**config.mk**
```make
export PLATFORM = sky130hd
export DESIGN_NAME = systolic_tile_ctrl
export DESIGN_NICKNAME = d
export VERILOG_FILES = /design/src/rtl/systolic_tile_ctrl.sv
export SDC_FILE = /design/constraint.sdc
export NUM_CORES = 1
export LEC_CHECK = 0
export CORE_MARGIN = 5
export CORE_UTILIZATION = 34
export DETAILED_ROUTE_END_ITERATION = 12
export DONT_BUFFER_PORTS = 1
export HOLD_SLACK_MARGIN = 0.1
export PLACE_DENSITY = 0.47
export SETUP_SLACK_MARGIN = 0.1
export SYNTH_ARGS = -nofsm -noshare
export SYNTH_HDL_FRONTEND = slang
export SYNTH_SLANG_ARGS = --single-unit
```
**constraint.sdc**
```tcl
create_clock -name clk -period 4.5 [get_ports clk]
set_input_delay 0.45 -clock clk [delete_from_list [all_inputs] [get_ports clk]]
set_output_delay 0.45 -clock clk [all_outputs]
set_load 0.05 [all_outputs]
```
**src/rtl/systolic_tile_ctrl.sv**
```systemverilog
// -----------------------------------------------------------------------------
// systolic_tile_ctrl
//   Tile sequencer for an ArrSize x ArrSize output-stationary MAC array.
//   Each accepted start runs one tile through these steps:
//     1. Clear the PE accumulators.
//     2. Stream k_len operand beats.
//     3. Flush the operand skew pipeline.
//     4. Drain the results one row per valid/ready handshake.
//     5. Pulse done.
//
// Ports
//   clk       : clock, rising edge
//   rst       : asynchronous, active-high reset
//   start     : tile request, sampled only in IDLE
//   k_len     : operand beats for the tile, latched on an accepted start
//   busy      : high in every state except IDLE
//   done      : one-cycle completion pulse
//   pe_clear  : accumulator clear to all PEs
//   feed_en   : operand beat issued this cycle (low => array edge inputs zero)
//   rd_addr   : operand buffer read address (beat index), 0 outside FEED
//   row_sel   : result row presented on the drain bus
//   out_valid : result row valid
//   out_ready : result consumer ready
//   out_last  : final row marker (row_sel == ArrSize-1)
//
// All outputs are decoded from registered state only. No combinational path
// runs from any input to any output.
// -----------------------------------------------------------------------------
module systolic_tile_ctrl #(
  parameter int ArrSize   = 4,
  parameter int KWidth    = 16,
  parameter int AddrWidth = 16,
  parameter int RdLatency = 1
) (
  input  logic                       clk,
  input  logic                       rst,
  input  logic                       start,
  input  logic [KWidth-1:0]          k_len,
  output logic                       busy,
  output logic                       done,
  output logic                       pe_clear,
  output logic                       feed_en,
  output logic [AddrWidth-1:0]       rd_addr,
  output logic [$clog2(ArrSize)-1:0] row_sel,
  output logic                       out_valid,
  input  logic                       out_ready,
  output logic                       out_last
);

  // The flush window covers the read latency plus the worst-case skew and
  // propagation delay to PE(ArrSize-1, ArrSize-1).
  localparam int FlushCycles = RdLatency + 2 * ArrSize - 1;
  localparam int FlushW      = $clog2(FlushCycles + 1);
  localparam int RowW        = $clog2(ArrSize);

  localparam logic [FlushW-1:0] FlushLast = FlushW'(FlushCycles - 1);
  localparam logic [RowW-1:0]   RowLast   = RowW'(ArrSize - 1);

  localparam logic [2:0] S_IDLE  = 3'd0;
  localparam logic [2:0] S_CLEAR = 3'd1;
  localparam logic [2:0] S_FEED  = 3'd2;
  localparam logic [2:0] S_FLUSH = 3'd3;
  localparam logic [2:0] S_DRAIN = 3'd4;
  localparam logic [2:0] S_DONE  = 3'd5;

  logic [2:0]        state;
  logic [KWidth-1:0] k_len_q;
  logic [KWidth-1:0] beat_cnt;
  logic [FlushW-1:0] flush_cnt;
  logic [RowW-1:0]   row_cnt;

  // NOTE: state is written only with non-blocking assignments inside a single
  // always_ff block. This keeps every register update race-free against the
  // other registers sampled at the same edge.
  always_ff @(posedge clk or posedge rst) begin
    if (rst) begin
      state     <= S_IDLE;
      k_len_q   <= '0;
      beat_cnt  <= '0;
      flush_cnt <= '0;
      row_cnt   <= '0;
    end else begin
      case (state)
        S_IDLE: begin
          if (start) begin
            if (k_len != '0) begin
              k_len_q <= k_len;
              state   <= S_CLEAR;
            end else begin
              // An empty tile skips the array entirely and only reports completion.
              state <= S_DONE;
            end
          end
        end

        S_CLEAR: begin
          beat_cnt <= '0;
          state    <= S_FEED;
        end

        S_FEED: begin
          // Compare against k_len_q-1 rather than counting to k_len_q.
          // This way the beat counter never wraps, even at the maximum k_len.
          if (beat_cnt == k_len_q - KWidth'(1)) begin
            beat_cnt  <= '0;
            flush_cnt <= '0;
            state     <= S_FLUSH;
          end else begin
            beat_cnt <= beat_cnt + KWidth'(1);
          end
        end

        S_FLUSH: begin
          if (flush_cnt == FlushLast) begin
            flush_cnt <= '0;
            row_cnt   <= '0;
            state     <= S_DRAIN;
          end else begin
            flush_cnt <= flush_cnt + FlushW'(1);
          end
        end

        S_DRAIN: begin
          // row_cnt advances only on a completed handshake. Under backpressure
          // it holds, which keeps row_sel stable while out_valid stays high.
          if (out_ready) begin
            if (row_cnt == RowLast) begin
              row_cnt <= '0;
              state   <= S_DONE;
            end else begin
              row_cnt <= row_cnt + RowW'(1);
            end
          end
        end

        S_DONE: state <= S_IDLE;

        default: state <= S_IDLE;
      endcase
    end
  end

  // Outputs are pure decodes of registered state. Reset forces them to zero
  // in the same cycle because it drives the state to IDLE asynchronously.
  assign busy      = (state != S_IDLE);
  assign done      = (state == S_DONE);
  assign pe_clear  = (state == S_CLEAR);
  assign feed_en   = (state == S_FEED);
  assign rd_addr   = feed_en ? AddrWidth'(beat_cnt) : '0;
  assign out_valid = (state == S_DRAIN);
  assign row_sel   = out_valid ? row_cnt : '0;
  assign out_last  = out_valid && (row_cnt == RowLast);

endmodule
```
==> results of run 1 <==
-- through the flow --
step                cells  power, µW  instance area, µm²  hold WS, ps
global route          398       2100                2955        229.8
detailed placement    390       1709                2875        517.6
CTS                   398       1950                2955        199.1
global placement      390       1715                2875        521.2
floorplan             299       1512                2784        483.4
finish                398       1934                2955        168.7
-- worst paths after layout --
kind,from,endpoint,slack (ps)
worst max-delay path,state[1],rd_addr[4],1430
worst min-delay path,rst,row_cnt[1],170
worst max register to register,k_len_q[0],flush_cnt[2],1490
worst min register to register,row_cnt[1],row_cnt[1],530
max in group asynchronous,rst,beat_cnt[9],3970
min in group clk,k_len[1],k_len_q[1],310
-- flip-flops by register name, summed over array words and instances, names as in the netlist --
name	flops
beat_cnt	16
flush_cnt	4
k_len_q	16
row_cnt	2
state	3
-- kinds of logic (layout without fill, tap and decap cells) --
family | after synthesis | in the layout
AND/OR/NAND/NOR | 115 | 115
buffers and inverters | 33 | 27
AO/OA/AOI/OAI | 53 | 53
multiplexers | 19 | 19
flip-flops | 41 | 41
XOR/XNOR | 34 | 34
adder cells (fa/ha/maj) | 4 | 4
-- power by group --
group          switching, µW  internal [µW]  leakage [µW]
Sequential               217            494      0.000522
Combinational            601            385      0.000630
Clock                    126            110     0.0000395
Total                    945            990       0.00119
-- routing by layer --
| metal | global-route usage [%] | up-vias |
|---|---|---|
| met5 | 0 | - |
| met4 | 4.352 | 0 |
| met3 | 2.907 | 9 |
| met2 | 23.14 | 43 |
| met1 | 18.51 | 1061 |
| li1 | - | 1064 |
-- placed cells by master, fill, tap and decap left out, types with 3 or more instances in the layout --
cell type  netlist  final
dfrtp_1         41     41
xor2_1          19     19
nor2_1          17     17
mux2_2          17     17
nand2_1         16     16
xnor2_1         15     15
and2_1          15     15
inv_1           14     14
and3_1          14     14
a211oi_1        12     12
o21ai_0         10     10
nor3_1           9      9
nor4_1           8      8
nand3_1          8      8
nand4_1          5      5
nand2b_1         5      5
o31ai_1          5      5
clkbuf_8         0      5
buf_4            1      5
a21oi_1          4      4
a22o_1           4      4
ha_1             4      4
nor3b_1          3      3
clkbuf_1        16      3
-- area by class of cell --
type                    count  area, µm²
well taps                 105      131.4
flip-flops and latches     41       1026
fillers                   848       5137
clock buffers               8      80.08
inverters                  14      52.55
multi-input cells         225       1628
repair buffers              5      37.54
==> summary.md, run 1 <==
| Metric | Value |
|---|---|
| Status | completed |
| Grt ovf | 0 |
| Async S/R FF share, synth | 100.0% |
| CTS tree | yes |
| Met2 WL | 3384 µm |
| Starting Density | 34.40% |
| Synth Cell Area | 2784 µm² |
| Layout cells sized above 1 | 10.92% |
| ANT nets after route | 0 |
| Syn_nets | 323 |
| Core area | 8093 µm² |
| EDFF count, synth | 0 |
| Fin. max-slew vios | 0 |
| Synth cell types | 50 |
| Worst skew pair latency | 290 ps |
| Chip Width | 100.5 µm |
| Adder-cell share of the synthesized area | 1.798% |
| Core Rows | 33 |
| Reg2reg path depth | 9 |
| Min-Delay Path Class | input port to async pin |
| Largest net degree at the start of global routing | 42 |
| H-tree levels | 2 |
| Compound-cell area share of the yosys netlist | 14.74% |
| Post-Syn Area per Cell | 9.311 µm² |
| First-pass iteration count of the detailed router | 4 |
| Post-DP HPWL | 5133 µm |
| Maximum vdd drop | 0.0001621 V |
| CTS root buf | clkbuf_8 |
| Leading area contributor after synthesis | dfrtp_1 |
| Number of remaining DRC errors | 0 |
| Pwr dens | 654.5 nW/µm² |
| # Post-CTS Setup Buffers | 0 |
| Slowest cell on crit path | and2_1 |
| Die Height | 100.5 µm |
| Most common cell in the netlist | dfrtp_1 |
| MaxCap Viol Count | 0 |
| Vias in the first global route | 2229 |
| Main synth FF type | dfrtp_1 |
| Post-CTS sizing | 0 |
| Simple-Gate Fraction of Synth Area | between 20% and 30% |
| Gate Count Post-Synth | about 300 |
| Place WS | 1478 ps |
| Top delay family on crit path | simple AND/OR/NAND/NOR gates |
| Setup TNS | 0 ps |
| Slowest stage delay, CP | 490 ps |
| Post-layout util | between 30% and 40% |
| Worst slew margin | a little under two fifths |
| CP most frequent cell | inv_1 |
| Die Area | approximately 10000 µm² |
| Boundary Pins | between 40 and 50 |
| Drt via density | 5.470 |
| Post-synthesis mux area share | 7.596% |
| Synth Area in XOR/XNOR | a little over a tenth |
| Critical path arrival | 2620 ps |
| Synth cell count leaders | dfrtp_1, xor2_1, mux2_2, nor2_1 |
| CP Capture Type | primary output |
| Port Buffer Count | 0 |
| Fin crit period | 3071 ps |
| Length of routed met3 wiring | 267 µm |
| DR WL/cell | 16.99 µm |
| CP bufs+invs | 3 |
| Final Skew | 7.016 ps |
| Crit Path Max Fanout | 17 |
| GPL Wtd Cong | 0.8504 |
| Largest family of logic cells by synthesized area | simple AND/OR/NAND/NOR gates |
| Fin. Hold Viols | 0 |
| Setup-failing EPs final | 0 |
| Critical path class | register to primary output |
| Startpoint types | register |
| Highest clock rate | ~330 MHz |
| Area share of the largest cell type after synthesis | approximately 37% |
| Ranking of synthesized cells by area | dfrtp_1, mux2_2, xor2_1 |
| FF+latch count, synth | 41 |
| Uppermost routed layer | met4 |
| Wirelength, routed | slightly below 7000 µm |
| RSZ-0062 raised after global routing | no |
| Vias | 2177 |
| Met1 wire length | 3025 µm |
| Static leakage | between 0.001 and 0.0015 µW |
| Final WS setup | 1429 ps |
| Max clock buf depth | 2 |
| Ys Warns | 0 |
| GRT Resource Usage Total | 14.05% |
| WP depth | 6 |
| CP required | 4050 ps |
| Seq/Total Area, Yosys | a little under two fifths |
| Post-CTS Hold Buffers | 0 |
| First-pass GRT wire length | around 11000 µm |
| Num Clock Sinks | 41 |
| CTS buffer count | 5 |
| Final nets | 316 |
| Layout Area Growth over Synthesis | 6.157% |
| Fin crit share | 68.25% |
| Worst-path clk slew | 70 ps |
| Worst path cell trace | inv_1, nor2_1, nand2b_1, inv_1, buf_4, and2_1 |
| Initial antenna violation count | 0 |
| Initial DRC count | 103 |
| Antenna cells | 0 |
| Worst slew pin tran | 928.2 ps |
No activity file was read; power rests on OpenSTA's default activity.
==> run 2: changes to the inputs <==
Clock period 4.5 ns to 3.1 ns, I/O delays scaled along.
==> run 2 against run 1 <==
  * Combinational power increased by 61%
  * First-iteration DRC count decreased by 37%
  * Clock-buffer cell count decreased by 1
  * Highest routed layer unchanged
  * Setup slack got worse by 1100 ps
  * Sequential cell count unchanged
  * Clock skew about the same
  * Cell area increased by 6.8%
==> summary.md, run 2 (synthesis results as in run 1) <==
| Metric | Value |
|---|---|
| Drt via density | 5.304 |
| GPL Wtd Cong | ~0.82 |
| Maximum vdd drop | 0.0002200 V |
| R2r endpoint | flush_cnt[2] |
| Most common cell after layout, fill and taps aside | dfrtp_1 |
| Multi-input logic area | 1628 µm² |
| Setup TNS | 0 ps |
| Min-Delay Path Class | input port to register |
| CP Launch Point | k_len_q[0] |
| Post-DP HPWL | 5247 µm |
| Worst slew margin | 44.25% |
| Die Area | 10100 µm² |
| Length of routed met3 wiring | approximately 260 µm |
| Worst skew pair latency | 300 ps |
| CP Capture Type | register |
| # Post-CTS Setup Buffers | 0 |
| Static leakage | 0.001325 µW |
| Internal | 1595 µW |
| CP required | 3260 ps |
| Startpoint types | register |
| CTS root buf | clkbuf_8 |
| Initial antenna violation count | 0 |
| Commonest non-fill, non-tap cells in the layout | dfrtp_1, buf_4, xor2_1 |
| R2R Setup Slk | 290 ps |
| Wirelength, routed | 6869 µm |
| Clock power frac | 13.1% |
| Layout Area Growth over Synthesis | 13.35% |
| Grt ovf | 0 |
| CTS buffer count | 5 |
| Highest clock rate | 355.2 MHz |
| Worst slew pin tran | 835.4 ps |
| Post-layout util | between 30% and 40% |
| Max clock buf depth | 2 |
| Met1 wire length | between 3000 and 4000 µm |
| Largest regs | beat_cnt (16), k_len_q (16), flush_cnt (4) |
| First-pass GRT wire length | between 10000 and 15000 µm |
| Core area | approximately 8000 µm² |
| # fillers | 861 |
| Layout cells sized above 1 | 18.04% |
| Boundary Pins | 44 |
| Final Skew | around 6.6 ps |
| Sequential share of power | roughly 34% |
| Fin crit period | 2815 ps |
| Register area | about 1000 µm² |
| Fin. max-slew vios | 0 |
| Critical path class | register to register |
| DR WL/cell | ~16 µm |
| Uppermost routed layer | met4 |
| RSZ-0062 raised after global routing | no |
| Pwr dens | roughly 950 nW/µm² |
| CTS tree | yes |
| Status | completed |
| Switching power | 1402 µW |
| Critical path arrival | 2970 ps |
| H-tree levels | 2 |
| Fin. Hold Viols | 0 |
| Vias | 2233 |
| Initial DRC count | 65 |
| GRT Resource Usage Total | 14.33% |
| Switching share of power | 46.79% |
| Vias in the first global route | 2330 |
| Met2 WL | 3419 µm |
| Largest net degree at the start of global routing | 23 |
| Critical Path End | flush_cnt[2] |
| First-pass iteration count of the detailed router | 4 |
| Setup-failing EPs final | 0 |
| Reg2reg start | k_len_q[0] |
| Number of remaining DRC errors | 0 |
| Core Rows | 33 |
| Port Buffer Count | 0 |
| Worst-path clk slew | 80 ps |
| ANT nets after route | 0 |
| Fin crit share | just over 90% |
| Starting Density | around 34% |
| Reg2reg path depth | 9 |
| Antenna cells | 0 |
| Comb pwr share | 53.1% |
| Final nets | 339 |
| MaxCap Viol Count | 0 |
| Die Height | between 100 and 150 µm |
| Num Clock Sinks | between 40 and 50 |
| Chip Width | 100.5 µm |
| Crit Path Max Fanout | 21 |
==> run 2: how the worst min path moves through the flow <==
stage               startpoint          end  cells past startpoint  slack, ps
global placement           rst   row_cnt[1]                      1        430
finish               k_len[12]  k_len_q[12]                      1        160
global route         k_len[14]  k_len_q[14]                      1        160
detailed placement         rst   row_cnt[0]                      1        420
floorplan             k_len[0]   k_len_q[0]                      1        460
CTS                  k_len[12]  k_len_q[12]                      1        150
==> run 2: critical path: stages, from the launching register on <==
cell	delay, ps
dfrtp_1	460
inv_1	90
ha_1	200
or3b_2	510
nor4_4	250
xnor2_1	130
a211o_1	350
a2111oi_4	320
buf_6	250
o311ai_0	120
==> run 2: power groups by stage <==
stage | Combinational [µW] | Clock [µW] | Sequential [µW]
finish | 1590 | 394 | 1010
global placement | 1580 | 0 | 1030
global route | 1770 | 424 | 1060
CTS | 1590 | 401 | 1020
floorplan | 1300 | 0 | 894
detailed placement | 1590 | 0 | 1020
==> run 2: per-stage QoR <==
| step | power (µW) | setup WS [ps] | instance area (µm²) | hold slack, ps | std cells |
|---|---|---|---|---|---|
| finish | 2997 | 285.0 | 3156 | 156.4 | 421 |
| detailed placement | 2613 | 232.1 | 3040 | 416.0 | 412 |
| global route | 3244 | 105.0 | 3156 | 155.1 | 421 |
| floorplan | 2195 | 358.6 | 2784 | 460.6 | 299 |
| global placement | 2617 | 301.3 | 3040 | 434.0 | 412 |
| CTS | 3013 | 231.8 | 3152 | 152.8 | 421 |
==> run 2: layout make-up <==
type                    count  share of cell area (%)
multi-input cells         225                   51.59
flip-flops and latches     41                   32.51
repair buffers             28                   6.860
well taps                 105                   4.163
clock buffers               7                   3.053
inverters                  14                   1.665
clock inverters             1                  0.1586
==> run 2: routing by layer <==
layer / track usage [%] / up-vias
met3: 2.630 / 6
met5: 0 / -
met4: 3.109 / 0
met1: 19.18 / 1078
li1: - / 1107
met2: 24.16 / 42
==> run 2: repair_timing <==
action | in CTS | in global routing
hold buffers | 1 | 0
gates resized for setup | 0 | 1
endpoints found under the setup margin | 0 | 3
hold endpoints to repair | 9 | 0
